File: config.mk
export PLATFORM = sky130hd
export DESIGN_NAME = pipe_hazard_ctrl
export DESIGN_NICKNAME = d
export VERILOG_FILES = /design/src/rtl/pipe_hazard_ctrl.sv
export SDC_FILE = /design/constraint.sdc
export NUM_CORES = 1
export LEC_CHECK = 0
export ABC_AREA = 1
export ABC_CLOCK_PERIOD_IN_PS = 1690
export CORE_ASPECT_RATIO = 0.7
export CORE_MARGIN = 4
export CORE_UTILIZATION = 40
export DETAILED_ROUTE_END_ITERATION = 7
export MAX_ROUTING_LAYER = met4
export PLACE_DENSITY = 0.73
export SETUP_SLACK_MARGIN = 0.05
export SLEW_MARGIN = 20
export SYNTH_ARGS = -nofsm -noshare
export SYNTH_HDL_FRONTEND = slang
export SYNTH_SLANG_ARGS = --single-unit
File: constraint.sdc
create_clock -name clk -period 1.69 [get_ports clk]
set_input_delay 0.169 -clock clk [delete_from_list [all_inputs] [get_ports clk]]
set_output_delay 0.169 -clock clk [all_outputs]
set_load 0.01 [all_outputs]
File: src/rtl/pipe_hazard_ctrl.sv
// Pipeline sequencing controller: load-use stalls, branch flushes, memory-wait
// freezes and halt/resume, plus a saturating lost-cycle counter.
module pipe_hazard_ctrl #(
    parameter int REG_ADDR_W   = 3,
    parameter int FLUSH_CYCLES = 1,
    parameter int CNT_W        = 16
) (
    input  logic                  clk,
    input  logic                  reset,
    input  logic [REG_ADDR_W-1:0] id_rs1,
    input  logic [REG_ADDR_W-1:0] id_rs2,
    input  logic                  id_uses_rs1,
    input  logic                  id_uses_rs2,
    input  logic                  id_halt,
    input  logic                  ex_mem_read,
    input  logic [REG_ADDR_W-1:0] ex_rd,
    input  logic                  ex_branch_taken,
    input  logic                  mem_busy,
    input  logic                  resume,
    input  logic                  stat_clr,
    output logic                  pc_write_en,
    output logic                  if_id_write_en,
    output logic                  if_id_flush,
    output logic                  id_ex_bubble,
    output logic                  halted,
    output logic [CNT_W-1:0]      stall_count
);

    // state  | meaning
    // RUN    | normal issue; stalls on load-use, flushes on taken branch
    // FLUSH  | squashing remaining wrong-path fetches, flush_cnt more after this
    // HALT   | HALT parked in ID until resume
    typedef enum logic [1:0] {
        ST_RUN   = 2'd0,
        ST_FLUSH = 2'd1,
        ST_HALT  = 2'd2
    } state_t;

    localparam logic [1:0] FLUSH_INIT = (FLUSH_CYCLES > 1) ? 2'(FLUSH_CYCLES - 2) : 2'd0;
    localparam logic [CNT_W-1:0] CNT_MAX = '1;

    state_t     state;
    logic [1:0] flush_cnt;
    logic       resume_flush;
    logic       load_use;
    logic       lost_cycle;

    assign load_use = ex_mem_read && (ex_rd != '0) &&
                      ((id_uses_rs1 && (id_rs1 == ex_rd)) ||
                       (id_uses_rs2 && (id_rs2 == ex_rd)));

    always_comb begin
        pc_write_en    = 1'b0;
        if_id_write_en = 1'b0;
        if_id_flush    = 1'b0;
        id_ex_bubble   = 1'b0;
        halted         = 1'b0;
        if (!reset) begin
            if_id_flush  = 1'b1;
            id_ex_bubble = 1'b1;
        end else begin
            case (state)
                ST_RUN: begin
                    if (mem_busy) begin
                        pc_write_en = 1'b0;
                    end else if (resume_flush || ex_branch_taken) begin
                        // drop the parked HALT, or the wrong-path fetch
                        pc_write_en  = 1'b1;
                        if_id_flush  = 1'b1;
                        id_ex_bubble = 1'b1;
                    end else if (load_use || id_halt) begin
                        id_ex_bubble = 1'b1;
                    end else begin
                        pc_write_en    = 1'b1;
                        if_id_write_en = 1'b1;
                    end
                end
                ST_FLUSH: begin
                    if (!mem_busy) begin
                        pc_write_en  = 1'b1;
                        if_id_flush  = 1'b1;
                        id_ex_bubble = 1'b1;
                    end
                end
                ST_HALT: begin
                    id_ex_bubble = 1'b1;
                    halted       = 1'b1;
                end
                default: begin
                    if_id_flush  = 1'b1;
                    id_ex_bubble = 1'b1;
                end
            endcase
        end
    end

    assign lost_cycle = (state != ST_HALT) && (!pc_write_en || if_id_flush);

    always_ff @(posedge clk) begin
        if (!reset) begin
            state        <= ST_RUN;
            flush_cnt    <= 2'd0;
            resume_flush <= 1'b0;
            stall_count  <= '0;
        end else begin
            case (state)
                ST_RUN: begin
                    if (!mem_busy) begin
                        if (resume_flush) begin
                            resume_flush <= 1'b0;
                        end else if (ex_branch_taken) begin
                            if (FLUSH_CYCLES > 1) begin
                                state     <= ST_FLUSH;
                                flush_cnt <= FLUSH_INIT;
                            end
                        end else if (!load_use && id_halt) begin
                            state <= ST_HALT;
                        end
                    end
                end
                ST_FLUSH: begin
                    if (!mem_busy) begin
                        if (flush_cnt == 2'd0) begin
                            state <= ST_RUN;
                        end else begin
                            flush_cnt <= flush_cnt - 2'd1;
                        end
                    end
                end
                ST_HALT: begin
                    if (resume) begin
                        state        <= ST_RUN;
                        resume_flush <= 1'b1;
                    end
                end
                default: begin
                    state <= ST_RUN;
                end
            endcase

            if (stat_clr) begin
                stall_count <= '0;
            end else if (lost_cycle && (stall_count != CNT_MAX)) begin
                stall_count <= stall_count + CNT_W'(1);
            end
        end
    end

endmodule

==> out/metrics.cfg <==
[grt]
grt_pass1_vias = 1382
antenna_found_initial = 0
grtUsageTotal_pct = 19.7
grt_pass1_wl_um = 6370
grt.overflow.total = 0
grt_max_degree = 19

[drt]
routed_wl_um = 4100
vias = 1580
routed_via_density = 5.10
drtAntennaViolNets = 0
drtIter0Drc = 141
wl_per_cell_um = 13.2
firstDrtPassIters = 4
drc_errors = 0

[cts]
htreeDepth = 1
cts_buffers = 3
clock_latency_ns = 0.25
cts_max_path_buffers = 2
cts.clk_slew.worst_paths_ns = 0.07
cts_tree = built
clkSinkCount = 18
cts-root-buf = clkbuf_8
hold_buffers = 0

[placement]
placed_cells = 300
place.port_buffers = 39
post-place-ws_ns = -0.389
gp_congestion = 0.894
dp_hpwl_um = 2850

[sta]
fin_tns_setup_ns = 0
slew_viol_final = 0
finClkSkew_ns = 0.00199
finalWorstSetupSlack_ns = 0.0291
finalHoldViolations = 0
finalCritPeriodShare_pct = 98.3
slew_headroom_pct = 66.4
max_freq_mhz = 602
rsz0062_at_grt = true
setup_viol = 0
fin_crit_ns = 1.66
worst_pin_slew_ns = 0.504

[critical_path]
cp.arrival_ns = 1.78
path_depth = 8
cp_cell_sequence = ha_4, nand3_4, nor3_4, nand4_1, nand2b_4, clkbuf_16, nand4_1, a21oi_1
worstSetupStartpointType = flop
crit_family = simple AND/OR/NAND/NOR gates
worstPathMaxFanout = 6
critPathCaptureType = flop
critPathBufInv = 1
cpMostUsedCell = nand4_1
crit_path_top_delay_cell = dfxtp_4
cp_slowest_stage_delay_ns = 0.37
worstPathRequired_ns = 1.81
reg2reg_depth = 8
critPathKind = reg2reg

[logic_synthesis]
synthFlopType = dfxtp_1
synth_area_leaders = dfxtp_1, nand2_1, inv_1
ys_ff_latch = 18
yosysMostFrequentCell = nand2_1
synth_cell_types = 25
avgSynthCellArea_um2 = 6.27
syn_inst = 205
synth_top_area_share_pct = 28.0
synth_top_cell_by_area = dfxtp_1
synth-edff-count = 0
synthArstFlopShare_pct = 0
synth_common_cells = nand2_1, inv_1, nor2_1
synth_area_um2 = 1290
yosys_warnings = 0
seq_area_frac_synth_pct = 28.0
syn_nets = 225

[power]
p_switching_mw = 0.263
p_int_mw = 0.697
power.density_nw_per_um2 = 457
combPwrFrac_pct = 21.8
pwr-share-clk_pct = 32.9
seq_power_share_pct = 45.3
peakVddDrop_uv = 381
leakagePower_nw = 0.939
switching_share_pct = 27.4
finalPower_mw = 0.960

[run_status]
status = finished, final reports clean

[cells_and_area]
area_growth_pct = 63.4
num-nets-final = 295
drive_gt1_share_pct = 24.5
insertedDiodeCount = 0
fin_cells = 310

[hold_path]
hold_depth = 3
hold_path.class = in2reg

[job]
drv_cap = 0

[floorplan]
initial_core_util_pct = 43.7
fp-row-count = 16
die_h_um = 55.4
die_area_um2 = 4200
core_area_um2 = 2940
ios = 40
die_w_um = 75.8

==> placed cells by master (no fill, tap or decap), types with 2 or more instances in the layout <==
cell type        netlist  final
o21ai_0                2      2
dfxtp_1               18     14
clkdlybuf4s50_1        0     25
buf_2                  1      2
nand3_4                1      3
clkdlybuf4s15_1        0      2
nand2_2                0      6
dlygate4sd2_1          0      2
xor2_1                 6      6
inv_1                 29     24
nand3_1                9      9
a21oi_1               15     12
nor2_2                 0      4
dfxtp_4                0      2
xnor2_1                5      5
clkbuf_8               0      3
dfxtp_2                0      2
buf_4                  0     27
dlymetal6s2s_1         0      7
nand4_1               17     17
inv_2                  0      5
a21oi_2                0      3
nor3_1                 6      6
nor2_1                23     18
nand2_1               59     53
==> state kept, by name, indices dropped and copies added, names as in the netlist <==
signal,cells
stall_count,16
resume_flush,1
state,1
==> worst register-to-register path: cells and delay by family (launching register included) <==
family	cells	cell delay [ns]
AOI/OAI and AO/OA	1	0.07
adders and majority gates	1	0.15
buffers and inverters	1	0.19
DFF	1	0.37
and+or+nand+nor	5	0.75
==> per-stage QoR <==
stage | hold WS (ns) | instance area [µm²] | util, %
after floorplan | 0.292 | 1310 | -
after global placement | 0.484 | 1900 | 64.5
after detailed placement | 0.496 | 1900 | 64.5
after CTS | 0.501 | 1980 | 67.3
after global routing | 0.503 | 2100 | 71.4
final | 0.499 | 2100 | 71.4
==> routing by layer <==
metal  global-route usage [%]  wire [µm]  vias up
li1                         -          -      813
met1                     28.3       1850      688
met4                     3.49         34        0
met5                        -          0        -
met2                     27.3       1840       72
met3                     5.62        378        7
==> cell type report <==
| cell class | count | area, µm² |
|---|---|---|
| clock buffers | 4 | 45.0 |
| repair buffers | 69 | 651 |
| well taps | 36 | 45.0 |
| inverters | 30 | 113 |
| fillers | 248 | 841 |
| flip-flops and latches | 18 | 370 |
| multi-input cells | 153 | 878 |
==> cells by family after synthesis <==
group / Yosys count / synth area share [%]
xor+xnor: 11 / 7.49
simple gates: 120 / 44.1
buf+inv: 35 / 11.2
fa+ha+maj: 1 / 0.973
flops: 18 / 28.0
compound gates: 20 / 8.27
==> power groups by stage <==
stage               Clock [mW]  Sequential, mW  Combinational [mW]
floorplan                    0           0.447              0.0869
global placement             0           0.444               0.191
detailed placement           0           0.444               0.193
CTS                      0.318           0.434               0.197
global route             0.341           0.435               0.232
finish                   0.316           0.435               0.209
==> worst paths after layout <==
kind	startpoint	to	slack (ns)
worst max-delay path	stall_count[1]$_SDFFE_PP0P_	stall_count[3]$_SDFFE_PP0P_	0.03
worst max register to register	stall_count[1]$_SDFFE_PP0P_	stall_count[3]$_SDFFE_PP0P_	0.03
worst min-delay path	resume	resume_flush$_SDFFE_PN0P_	0.50
worst min register to register	resume_flush$_SDFFE_PN0P_	resume_flush$_SDFFE_PN0P_	0.50
==> repair_timing <==
item,4_1_cts,5_1_grt
resized for setup,22,31
pin swaps,1,22
setup buffers,1,3
gates cloned,1,1
endpoints found under the setup margin,19,20
(Power assumes the default switching activity.)
